File: src/rtl/com_sender_param.sv
// Command sender: shifts a multi-byte command out over the UART
// transmit handshake, then gathers a multi-byte response with timeout.
module com_sender_param #(
  parameter int CMD_BYTES   = 2,
  parameter int RESP_BYTES  = 1,
  parameter int TIMEOUT_CYC = 1000000
) (
  input  logic                    clk,
  input  logic                    rst_n,
  input  logic [8*CMD_BYTES-1:0]  cmd,
  input  logic                    send_cmd,
  output logic                    busy,
  output logic                    cmd_sent,
  output logic [8*RESP_BYTES-1:0] resp,
  output logic                    resp_rdy,
  input  logic                    clr_resp_rdy,
  output logic                    timeout,
  output logic                    trmt,
  output logic [7:0]              tx_data,
  input  logic                    tx_done,
  input  logic                    rx_rdy,
  input  logic [7:0]              rx_data,
  output logic                    clr_rx_rdy
);

  localparam int CW = 8 * CMD_BYTES;
  localparam int RW = 8 * RESP_BYTES;
  localparam int NB = (CMD_BYTES > RESP_BYTES) ? CMD_BYTES : RESP_BYTES;
  localparam int NW = (NB > 1) ? $clog2(NB) : 1;
  localparam int TW = (TIMEOUT_CYC > 0) ? $clog2(TIMEOUT_CYC + 1) : 1;
  localparam int TL = (TIMEOUT_CYC > 0) ? TIMEOUT_CYC - 1 : 0;

  localparam logic [NW-1:0] CLAST = NW'(CMD_BYTES - 1);
  localparam logic [NW-1:0] RLAST = NW'(RESP_BYTES - 1);
  localparam logic [TW-1:0] TLIM  = TW'(TL);

  typedef enum logic [1:0] {
    IDLE,
    TX,
    WAIT_RESP
  } state_t;

  state_t        r_state, w_state_n;
  logic [CW-1:0] r_sh, w_sh_n, w_shl;
  logic [NW-1:0] r_cnt, w_cnt_n;
  logic [TW-1:0] r_tcnt, w_tcnt_n;
  logic [RW-1:0] r_resp, w_resp_n, w_rshl;
  logic          r_cmd_sent, w_sent_n;
  logic          r_resp_rdy, w_rdy_n;
  logic          r_timeout, w_to_n;
  logic          r_trmt, w_trmt_n;
  logic [7:0]    r_tx_data, w_txd_n;

  assign w_shl  = r_sh << 8;
  assign w_rshl = (r_resp << 8) | RW'(rx_data);

  always_ff @(posedge clk or negedge rst_n) begin
    if (!rst_n) begin
      r_state    <= IDLE;
      r_sh       <= '0;
      r_cnt      <= '0;
      r_tcnt     <= '0;
      r_resp     <= '0;
      r_cmd_sent <= 1'b0;
      r_resp_rdy <= 1'b0;
      r_timeout  <= 1'b0;
      r_trmt     <= 1'b0;
      r_tx_data  <= '0;
    end else begin
      r_state    <= w_state_n;
      r_sh       <= w_sh_n;
      r_cnt      <= w_cnt_n;
      r_tcnt     <= w_tcnt_n;
      r_resp     <= w_resp_n;
      r_cmd_sent <= w_sent_n;
      r_resp_rdy <= w_rdy_n;
      r_timeout  <= w_to_n;
      r_trmt     <= w_trmt_n;
      r_tx_data  <= w_txd_n;
    end
  end

  always_comb begin
    w_state_n = r_state;
    w_sh_n    = r_sh;
    w_cnt_n   = r_cnt;
    w_tcnt_n  = r_tcnt;
    w_resp_n  = r_resp;
    w_sent_n  = r_cmd_sent;
    w_rdy_n   = r_resp_rdy;
    w_to_n    = r_timeout;
    w_trmt_n  = 1'b0;
    w_txd_n   = r_tx_data;
    // A set of resp_rdy below overrides this clear
    if (clr_resp_rdy) w_rdy_n = 1'b0;
    unique case (r_state)
      IDLE: begin
        if (send_cmd) begin
          w_sh_n    = cmd;
          w_cnt_n   = '0;
          w_sent_n  = 1'b0;
          w_rdy_n   = 1'b0;
          w_to_n    = 1'b0;
          w_trmt_n  = 1'b1;
          w_txd_n   = cmd[CW-1 -: 8];
          w_state_n = TX;
        end
      end
      TX: begin
        if (tx_done) begin
          if (r_cnt == CLAST) begin
            w_sent_n  = 1'b1;
            w_tcnt_n  = '0;
            w_cnt_n   = '0;
            w_state_n = WAIT_RESP;
          end else begin
            w_cnt_n  = r_cnt + 1'b1;
            w_sh_n   = w_shl;
            w_trmt_n = 1'b1;
            w_txd_n  = w_shl[CW-1 -: 8];
          end
        end
      end
      WAIT_RESP: begin
        if (rx_rdy) begin
          w_resp_n = w_rshl;
          w_tcnt_n = '0;
          if (r_cnt == RLAST) begin
            w_rdy_n   = 1'b1;
            w_state_n = IDLE;
          end else begin
            w_cnt_n = r_cnt + 1'b1;
          end
        end else if (TIMEOUT_CYC != 0 && r_tcnt == TLIM) begin
          w_to_n    = 1'b1;
          w_state_n = IDLE;
        end else begin
          w_tcnt_n = r_tcnt + 1'b1;
        end
      end
      default: w_state_n = IDLE;
    endcase
  end

  assign busy       = (r_state != IDLE);
  assign cmd_sent   = r_cmd_sent;
  assign resp       = r_resp;
  assign resp_rdy   = r_resp_rdy;
  assign timeout    = r_timeout;
  assign trmt       = r_trmt;
  assign tx_data    = r_tx_data;
  assign clr_rx_rdy = rx_rdy;

endmodule

File: config.mk
export PLATFORM = sky130hd
export DESIGN_NAME = com_sender_param
export DESIGN_NICKNAME = d
export VERILOG_FILES = /design/src/rtl/com_sender_param.sv
export SDC_FILE = /design/constraint.sdc
export NUM_CORES = 1
export LEC_CHECK = 0
export ABC_AREA = 1
export BUFFER_PORTS_ARGS = -buffer_cell sky130_fd_sc_hd__clkbuf_2
export CORE_AREA = 2 2 88 90
export DETAILED_ROUTE_END_ITERATION = 10
export DIE_AREA = 0 0 90 92
export SYNTH_ARGS = -nofsm -noshare
export SYNTH_HDL_FRONTEND = slang
export SYNTH_SLANG_ARGS = --single-unit
File: constraint.sdc
create_clock -name clk -period 1.7 [get_ports clk]
set_input_delay 0.17 -clock clk [delete_from_list [all_inputs] [get_ports clk]]
set_output_delay 0.17 -clock clk [all_outputs]
set_load 0.01 [all_outputs]
# ---- Word-level counts from Yosys, hierarchy flattened
# Index checks and enable logic that the tools add are counted.
dict set report op_classes {
  addsub 2
  n_eq_ne 13
  n_mux 41
  reduce_logical 13
}
# op count
set ops {}
lappend ops {{20-bit 2-to-1 mux} 4}
lappend ops {{8-bit 2-to-1 mux} 6}
lappend ops {{20-bit one-hot mux with 2 select lines} 1}
lappend ops {{8-bit one-hot mux with 2 select lines} 2}
lappend ops {{20-bit by 1-bit adder with 20-bit output, second input constant} 1}
lappend ops {{20-bit equality test, second input constant} 1}
lappend ops {{4-bit AND reduction} 5}
lappend ops {{1-bit 2-to-1 mux} 16}
lappend ops {{2-bit inequality test, second input constant} 7}
lappend ops {{2-bit 2-to-1 mux} 6}
lappend ops {{3-bit inequality test, second input constant} 3}
lappend ops {{1-bit one-hot mux with 2 select lines} 4}
lappend ops {{2-bit nonzero test} 4}
lappend ops {{2-bit one-hot mux with 3 select lines} 1}
lappend ops {{5-bit AND reduction} 1}
lappend ops {{1-bit one-hot mux with 3 select lines} 1}
lappend ops {{3-bit nonzero test} 1}
lappend ops {{2-bit by 1-bit equality test with 1-bit output, second input constant} 1}
lappend ops {{2-bit equality test, second input constant} 1}
lappend ops {{2-bit zero test} 1}
lappend ops {{2-bit AND reduction} 1}
lappend ops {{1-bit adder, second input constant} 1}
dict set report word_totals {
  ff_bits 51
  input_bits 30
}

# ---- Depth between registers and ports, before layout
# Gate-level depths: netlist of the first run.
dict set report logic_depth {
  depth_word 4
  depth_mapped 13
}

# ---- Worst setup path after synthesis of the first run
# Ideal clock, no wire load.
dict set report synth_path {
  kind {flip-flop to flip-flop}
  from {register r_state[1]}
  to {register r_tcnt[17]}
  setup_ns 0.114
  arrival_ns 1.575
  t_required_ns 1.586
  setup_slack_ns 0.011
  stages_incl_launch_ff 14
  n_path_buf 1
  path_cell_list {dfrtp_1 inv_1 ha_1 buf_6 clkinv_4 nor2_2 clkinv_2 nand2_2 a21oi_4 nand2_4 nand2_4 nand3_1 nand2_1 nor2_1}
}
dict set report synth_via {
  elab_chain_cells 3
}
# element line
set synth_rtl {}
lappend synth_rtl {{start, declared} 43} ;# state_t r_state, w_state_n;
lappend synth_rtl {{start signal, assigned} 70} ;# r_state <= w_state_n;
lappend synth_rtl {{2-bit equality test or 2-bit by 1-bit equality test with 1-bit output (tied branches)} 96} ;# unique case (r_state)
lappend synth_rtl {{3-bit inequality test (no line) (tied with other cells)} -}
lappend synth_rtl {{4-bit AND reduction (no line)} -}
lappend synth_rtl {{end signal, assigned} 73} ;# r_tcnt <= w_tcnt_n;
lappend synth_rtl {{end, declared} 46} ;# logic [TW-1:0] r_tcnt, w_tcnt_n;
# Several ways; a longest one is shown, not always the timed one.
# A chain may end at the register's enable or synchronous reset.

# ---- Final worst setup path of the first run
dict set report layout_path {
  from {register r_state[0]}
  to {register r_sh[2]}
}
dict set report layout_via {
  elab_chain_cells 3
}
# element line
set layout_rtl {}
lappend layout_rtl {{2-bit by 1-bit equality test with 1-bit output or 2-bit zero test (tied branches)} 96}
lappend layout_rtl {{2-bit inequality test (no line) or 2-bit nonzero test (tied branches)} -}
lappend layout_rtl {{4-bit AND reduction (no line)} -}
lappend layout_rtl {{end signal, assigned} 71} ;# r_sh <= w_sh_n;
lappend layout_rtl {{end, declared} 44} ;# logic [CW-1:0] r_sh, w_sh_n, w_shl;
# Several ways; a longest one is shown, not always the timed one.

==> results of run 1 <==
[logic make-up after synthesis]
group / synth area share
xor+xnor: 0.0217
flops: 0.451
fa+ha+maj: 0.0221
buf+inv: 0.0814
simple gates: 0.326
compound gates: 0.0973
[power by group]
| group | internal, mW | leakage, nW | switching (mW) |
|---|---|---|---|
| clock | 0.299 | 0.0489 | 0.443 |
| sequential | 1.57 | 0.661 | 0.202 |
| combinational | 1.28 | 1.03 | 1.68 |
| total | 3.15 | 1.74 | 2.33 |
[routing by layer]
layer | GRT usage | up-vias | part of all wire
met5 | 0 | - | 0
met4 | 0.0513 | 0 | 0.0091
met3 | 0.0238 | 6 | 0.039
met2 | 0.310 | 52 | 0.50
met1 | 0.218 | 1239 | 0.45
li1 | - | 1342 | -
[worst paths after layout]
| kind | end | slack, ps | cells after the start |
|---|---|---|---|
| max | r_sh[2] | 10 | 7 |
| max reg2reg | r_sh[2] | 10 | 7 |
| min reg2reg | resp[0] | 490 | 2 |
| max in group asynchronous | r_state[0] | 1060 | 3 |
| min in group asynchronous | r_tcnt[15] | 390 | 3 |
| min | resp[7] | 50 | 3 |
[timing repair]
item,in CTS,in global routing
pin swaps,0,6
resized for setup,4,21
buffers inserted,0,5
endpoints found under the setup margin,20,38
cloned,0,3
hold endpoints to repair,51,0
hold buffers,1,0
[final cells by class]
type / instances / area, um2
sequential: 51 / 1280
fill: 764 / 3820
clock inverter: 3 / 22.5
tap: 102 / 128
clock buffer: 5 / 68.8
timing repair buffer: 81 / 559
multi-input combinational: 271 / 1420
inverter: 38 / 150
[worst min-delay path: cells and delay by family]
| kind | cells | cell delay (ps) |
|---|---|---|
| buf+inv | 1 | 70 |
| simple gates | 2 | 80 |
[flip-flops by register name, summed over array words and instances, names as in the netlist, 2 cells and up]
| signal | flops |
|---|---|
| r_tcnt | 20 |
| r_sh | 8 |
| resp | 8 |
| tx_data | 8 |
| r_state | 2 |
[cells in the mapped netlist, types with 2 or more instances]
cell type	number	area (um2)
nand2_1	112	420
dfrtp_1	51	1280
nor2_1	46	173
inv_1	35	131
nand3_1	33	165
o21ai_0	15	75.1
nand4_1	9	56.3
a31oi_1	8	50.1
xor2_1	6	52.6
buf_2	5	25.0
ha_1	5	62.6
nand2_2	5	31.3
o21ai_1	4	20.0
o21ai_2	4	35.0
a21oi_1	3	15.0
buf_4	3	22.5
nand2_4	3	33.8
nor2_2	3	18.8
nor3_1	3	15.0
o21bai_1	3	22.5
a21oi_2	2	17.5
buf_6	2	22.5
clkbuf_1	2	7.51
==> impl_results.md, run 1 <==
* Total CTS buffers at 5
* Syn Area/Cell at 7.60 um2
* Worst Tran Pin Value at 292 ps
* HPWL Detailed at 4.85 mm
* FF+latch count, synth at 51
* RSZ-0062 raised after global routing: true
* Starting Density at 0.380
* Pre-CTS setup slack at -63.7 ps
* CTS tree: yes
* Clock root cell: clkbuf_8
* Cell area power density at 1510 nW/um2
* Core ar. at 7450 um2
* Initial drt markers at 106
* Post-Layout Inst Area at 3630 um2
* DIE WIDTH at 90 um
* ANT nets after route at 0
* Buffers added on ports at 51
* Via count of the first global-routing pass at 2614
* Max stage delay on crit path at 450 ps
* Crit path max-delay family: flip-flops
* Hold path startpoint: rx_data[7]
* CTS sink count at 51
* Setup CP Type: flip-flop to flip-flop
* Final net count at 483
* Non-Filler Instances at 551
* Largest net degree at the start of global routing at 52
* Largest fanout on the critical path at 8
* Most frequent cells in the layout: 111 x nand2_1, 51 x clkbuf_2, 50 x dfrtp_1
* CTS max path bufs at 2
* Final total power at 5.47 mW
* GP Congestion at 0.936
* Sequential-to-total area share from yosys stat at 0.451
* Worst setup margin at 13.2 ps
* Relative slew margins at 0.805
* Ys async rst share at 1.00
* CP arrival at 1920 ps
* Maximum VDD drop at 0.810 mV
* CTS H-tree lvls at 2
* Hold Vio Cnt, Final at 0
* MaxCap Viol Count at 0
* Synth Flop Type: dfrtp_1
* Finish-stage setup viols at 0
* Distinct cells, synth at 33
* Period minus WS final at 1690 ps
* Final worst-path cycle share at 0.992
* Die height at 92 um
* First-pass GRT wire length at 11.8 mm
* Reg clk slew, reported paths at 110 ps
* Area growth syn-to-layout at 28.3%
* Worst setup EP type: flip-flop
* Synthesis warning total at 0
* Gr ovfl total at 0
* Hold slack at 50.1 ps
* Syn nets at 407
* Status: completed
* Worst EP required at 1930 ps
* Post-DR wirelength/cell at 12.6 um
* Setup tns final at 0 ps
* Worst Path Buf+Inv at 2
* Diodes inserted at 0
* Layout cells sized above 1 at 0.281
* FMAX at 593 MHz
* Placed cells at 534
* Crit path launch: r_state[0]
* Leak Pwr at 1.74 nW
* CP Cell Sequence: inv_1, ha_2, nand2_1, a21oi_4, clkbuf_16, nand3_1, o21ai_0
* Placement Rows at 32
* Die Area at 8280 um2
* Worst skew pair latency at 310 ps
* Count of flip-flops with a built-in enable after synthesis at 0
* Cells after Synth at 372
* Most common cell after layout, fill and taps aside: nand2_1
* Worst R2R Start: r_state[0]
* Slowest stage cell on the critical path: dfrtp_2
* Global-route usage over all layers at 0.173
* Vias per inst at 4.79
* IO Count at 52
* Via Count at 2639
* Startpoint types: flip-flop
* Max Slew Vio Count at 0
* Mapped cell area at 2830 um2
* Antenna violations before repair at 0
* Fin util at 0.487
* Cell Area, Placed at 3330 um2
* Routed wire length at 6.94 mm
* DRC viols at 0
* Pre-Repair DR Iteration Count at 4
* Clock Skew at 13.3 ps
* Hold/Removal Path Class: input port to flip-flop
(Power assumes the default switching activity.)
==> inputs of run 2 (changes only) <==
ABC_AREA = 0   (was 1)
CORE_AREA = 2 2 84 86   (was 2 2 88 90)
DIE_AREA = 0 0 86 88   (was 0 0 90 92)
==> impl_results.md, run 2 <==
* Via Count at 2452
* Synth Flop Type: dfrtp_1
* Sequential-to-total area share from yosys stat at 0.496
* Global-route usage over all layers at 0.197
* Synthesis warning total at 0
* Worst skew pair latency at 310 ps
* Die Area at 7570 um2
* Status: complete, but fails checks
* Final net count at 411
* Vias per inst at 5.37
* Hold/Removal Path Class: input port to flip-flop
* Syn nets at 277
* Count of flip-flops with a built-in enable after synthesis at 0
* Reg clk slew, reported paths at 100 ps
* Largest net degree at the start of global routing at 52
* Count leader, synth: dfrtp_1
* Layout cells sized above 1 at 0.581
* Post-synth top area share at 0.496
* Worst setup margin at -346 ps
* Fill cell count at 508
* Cells after Synth at 242
* Worst Tran Pin Value at 285 ps
* Biggest register: r_tcnt
* Worst setup EP type: flip-flop
* MaxCap Viol Count at 0
* Worst EP required at 1900 ps
* Die height at 88 um
* Starting Density at 0.387
* Clock root cell: clkbuf_8
* DIE WIDTH at 86 um
* CTS tree: yes
* CP arrival at 2240 ps
* GRT Max-Usage Layer: met2
* Post-DR wirelength/cell at 16.0 um
* FMAX at 489 MHz
* DRC viols at 0
* Cell area power density at 1390 nW/um2
* Core ar. at 6640 um2
* Relative slew margins at 0.809
* Clock Skew at 8.97 ps
* Most common cell after layout, fill and taps aside: buf_4
* RSZ-0062 raised after global routing: true
* Largest fanout on the critical path at 6
* Total CTS buffers at 5
* Hold path startpoint: cmd[2]
* Gr ovfl total at 0
* Fin util at 0.629
* FF+latch count, synth at 51
* Synth top area cells: dfrtp_1 50%, mux2_2 3.9%, mux2i_1 3.9%
* Initial drt markers at 149
* Syn Area/Cell at 10.6 um2
* R2r setup slk at -350 ps
* Leak Pwr at 2.00 nW
* Hold Vio Cnt, Final at 0
* Pre-Repair DR Iteration Count at 5
* Ys async rst share at 1.00
* Antenna violations before repair at 0
* Via count of the first global-routing pass at 2385
* Final worst-path cycle share at 1.20
* M2 GR Usage at 0.317
* Distinct cells, synth at 47
* Most frequent cells in the layout: 66 x buf_4, 51 x dfrtp_1, 50 x clkbuf_2
* Mapped cell area at 2570 um2
* ANT nets after route at 0
* Setup CP Type: flip-flop to flip-flop
* GR Util met1 at 0.273
* Period minus WS final at 2050 ps
* Final total power at 5.83 mW
* HPWL Detailed at 4.63 mm
* Max Slew Vio Count at 0
* Area leader, netlist: dfrtp_1
* CTS H-tree lvls at 2
* Met3 Track Usage GR at 0.0415
* Routed wire length at 7.30 mm
* Area growth syn-to-layout at 62.5%
* Placement Rows at 30
* CTS sink count at 51
* Worst R2R Start: r_tcnt[8]
* First-pass GRT wire length at 11.7 mm
* Buffers added on ports at 51
* Crit path launch: r_tcnt[8]
* IO Count at 52
* Diodes inserted at 0
* Maximum VDD drop at 0.970 mV
* GP Congestion at 0.858
* CTS max path bufs at 2
* Finish-stage setup viols at 31
* Max FFs per register at 20
* Synth top cells by count: 51 x dfrtp_1, 23 x nand2_1, 16 x nor2_1, 15 x o21ai_0, 10 x mux2i_1
* Violated checks: negative setup slack
* Startpoint types: flip-flop
==> run 2: cell count changes in the layout (fill, tap and decap cells not counted), sizes merged, moves of 6 or more <==
cell / before / now
mux2i: 0 / 10
buf: 27 / 86
nand2: 121 / 23
nor2: 49 / 16
nand3: 34 / 6
a22o: 0 / 9
or4: 0 / 6
mux2: 0 / 9
o21ai: 23 / 16
inv: 38 / 8
==> run 2: power breakdown <==
group | internal [mW] | leakage [nW] | switching [mW]
combinational | 1.83 | 1.28 | 1.51
clock | 0.297 | 0.0418 | 0.426
sequential | 1.54 | 0.677 | 0.228
==> run 2: worst max-delay path, cell delays in order, from the launching register on <==
cell	delay [ps]
dfrtp_1	390
or4_4	540
or4_4	500
o211ai_1	250
xor2_1	200
nor2_1	50
==> run 2: logic make-up (layout without fill, tap and decap cells) <==
logic type,after synthesis,in the layout,synth area share
buffers and inverters,18,153,0.0418
adder cells (fa/ha/maj),5,5,0.0243
AO/OA/AOI/OAI,55,55,0.153
flip-flops,51,51,0.496
XOR/XNOR,9,9,0.0306
multiplexers,19,19,0.0783
AND/OR/NAND/NOR,85,85,0.176
==> run 2: layer usage <==
metal	part of all wire	wire [um]	vias to the layer above
li1	-	-	1158
met4	0.010	76	0
met2	0.50	3630	88
met3	0.058	424	9
met5	0	0	-
met1	0.43	3170	1197
==> run 2: timing repair <==
action | in CTS | in global routing
hold buffers | 1 | 0
gates cloned | 2 | 1
endpoints found under the setup margin | 38 | 41
pin swaps | 19 | 32
endpoints found under the hold margin | 51 | 0
setup buffers | 18 | 4
gates resized for setup | 41 | 54
==> run 2: final cells by class <==
| class | instances | area, um2 | area share |
|---|---|---|---|
| Clock inverter | 2 | 16.3 | 0.00389 |
| Clock buffer | 6 | 72.6 | 0.0174 |
| Inverter | 7 | 28.8 | 0.00688 |
| Multi-Input combinational cell | 173 | 1600 | 0.383 |
| Tap cell | 80 | 100 | 0.0239 |
| Timing Repair Buffer | 138 | 1090 | 0.260 |
| Sequential cell | 51 | 1280 | 0.305 |
==> run 2: path summary, 6_finish.rpt <==
path | to | cells past startpoint
worst max-delay path | r_tcnt[2] | 5
worst min-delay path | r_sh[2] | 2
worst max register to register | r_tcnt[2] | 5
worst min register to register | resp[7] | 1
max in group asynchronous | r_tcnt[16] | 3
min in group asynchronous | r_tcnt[5] | 3
==> run 2: stage by stage <==
stage | std cells | hold WS [ps] | instance area [um2] | worst slack (ps) | TNS, ps
after floorplan | 242 | -126 | 2700 | -296 | -2850
after detailed placement | 425 | 190 | 3490 | -446 | -4950
after global placement | 425 | 190 | 3490 | -391 | -4650
after global routing | 457 | 66.5 | 4180 | -407 | -6460
after CTS | 454 | 63.6 | 3950 | -311 | -4440
final | 457 | 73.1 | 4180 | -346 | -4130
==> inputs of run 3 (changes only) <==
SETUP_SLACK_MARGIN = 0.15   (was unset)
==> impl_results.md, run 3 (synthesis results as in run 2) <==
* Status: complete, but fails checks
* Violated checks: negative setup slack
* Worst EP required at 1900 ps
* Final total power at 6.04 mW
* Clock Power Share at 0.139
* DRC viols at 0
* First-pass GRT wire length at 12.7 mm
* Via count of the first global-routing pass at 2558
* R2r setup slk at -350 ps
* Startpoint types: flip-flop
* Max stage delay on crit path at 540 ps
* Reg clk slew, reported paths at 100 ps
* HPWL Detailed at 4.72 mm
* Hold Vio Cnt, Final at 0
* Diodes inserted at 0
* MaxCap Viol Count at 0
* Pre-Repair DR Iteration Count at 4
* Worst setup EP type: flip-flop
* Clock root cell: clkbuf_8
* Layout cells sized above 1 at 0.604
* Hold/Removal Path Class: input port to flip-flop
* CTS max path bufs at 2
* Most common cell after layout, fill and taps aside: buf_4
* Cell Area, Placed at 3510 um2
* Routed wire length at 8.24 mm
* Worst setup margin at -352 ps
* Largest net degree at the start of global routing at 52
* P_int at 3.85 mW
* Clock Skew at 12.4 ps
* Pre-CTS setup slack at -399 ps
* CP arrival at 2250 ps
* Max FFs per register at 20
* Most frequent CP cell: or4_4
* Finish-stage setup viols at 27
* Die Area at 7570 um2
* IO Count at 52
* Cell area power density at 1370 nW/um2
* RSZ-0062 raised after global routing: true
* Max Slew Vio Count at 0
* DIE WIDTH at 86 um
* Worst skew pair latency at 320 ps
* Final net count at 424
* Fin util at 0.665
* Reg power frac at 0.293
* GP Congestion at 0.863
* Post-Layout Inst Area at 4420 um2
* Setup tns final at -4050 ps
* Buffers added on ports at 51
* Post-DR wirelength/cell at 17.6 um
* CTS tree: yes
* Crit path max-delay family: simple AND/OR/NAND/NOR gates
* Sw frac at 0.363
* Comb pwr share at 0.567
* Slowest stage cell on the critical path: or4_4
* Gr ovfl total at 0
* Initial drt markers at 145
* Worst Tran Pin Value at 575 ps
* Total CTS buffers at 5
* FMAX at 487 MHz
* Placement Rows at 30
* Via Count at 2510
* Antenna violations before repair at 0
* Relative slew margins at 0.615
* Die height at 88 um
* Biggest register: r_tcnt
* CTS H-tree lvls at 2
* Period minus WS final at 2050 ps
* Core ar. at 6640 um2
* CP Cell Sequence: or4_4, or4_4, o2111ai_2, xor2_1, nor2_1
* Setup CP Type: flip-flop to flip-flop
* Leak Pwr at 2.13 nW
* Final worst-path cycle share at 1.21
* Largest fanout on the critical path at 6
* Net Sw Power at 2.19 mW
* Vias per inst at 5.35
* Area growth syn-to-layout at 71.7%
* Most frequent cells in the layout: 66 x buf_4, 51 x dfrtp_1, 51 x clkbuf_2
* Worst Path Buf+Inv at 0
* Global-route usage over all layers at 0.218
* ANT nets after route at 0
* Starting Density at 0.387
* Maximum VDD drop at 1.34 mV
* CTS sink count at 51
run 3: changes by cell type in the layout (fill, tap and decap cells not counted), sizes merged:
cell / delta
inv: -1
clkinvlp: -1
buf: +13
bufinv: +1
run 3: path summary, 6_finish.rpt:
check / start / to / cells after the start
worst max-delay path: r_tcnt[8] / r_tcnt[11] / 5
worst min-delay path: cmd[0] / r_sh[0] / 2
worst max register to register: r_tcnt[8] / r_tcnt[11] / 5
worst min register to register: tx_data[4] / tx_data[4] / 2
max in group asynchronous: rst_n / r_state[0] / 3
min in group asynchronous: rst_n / r_tcnt[9] / 3
run 3: what timing repair did:
action / in CTS / in global routing
gates cloned: 3 / 0
hold buffers: 1 / 0
gates resized for setup: 76 / 42
setup buffers: 18 / 14
setup endpoints to repair: 41 / 49
pin swaps: 44 / 15
hold endpoints to repair: 51 / 0
run 3: area by class of cell:
type                    count  area (um2)
clock inverters             1        30.0
flip-flops and latches     51        1280
repair buffers            151        1210
inverters                   7        28.8
multi-input cells         173        1700
clock buffers               6        72.6
fillers                   501        2230
well taps                  80         100
run 3: routing by layer:
| layer | routed length [um] | track usage | vias up |
|---|---|---|---|
| met5 | 0 | 0 | - |
| met4 | 178 | 0.0823 | 0 |
| met3 | 413 | 0.0368 | 14 |
| met2 | 4160 | 0.378 | 81 |
| met1 | 3480 | 0.272 | 1228 |
| li1 | - | - | 1187 |
run 3: metrics by stage:
step | std cells | hold WS, ps
floorplan | 242 | -126
global placement | 426 | 191
detailed placement | 426 | 190
CTS | 455 | 64.2
global route | 469 | 66.9
finish | 469 | 71.3
run 3: power by group through the flow:
stage	logic (mW)	registers, mW	clock network [mW]
after floorplan	1.28	1.83	0
after global placement	2.11	1.73	0
after detailed placement	2.14	1.74	0
after CTS	2.99	1.74	0.863
after global routing	3.66	1.81	0.903
final	3.42	1.77	0.841
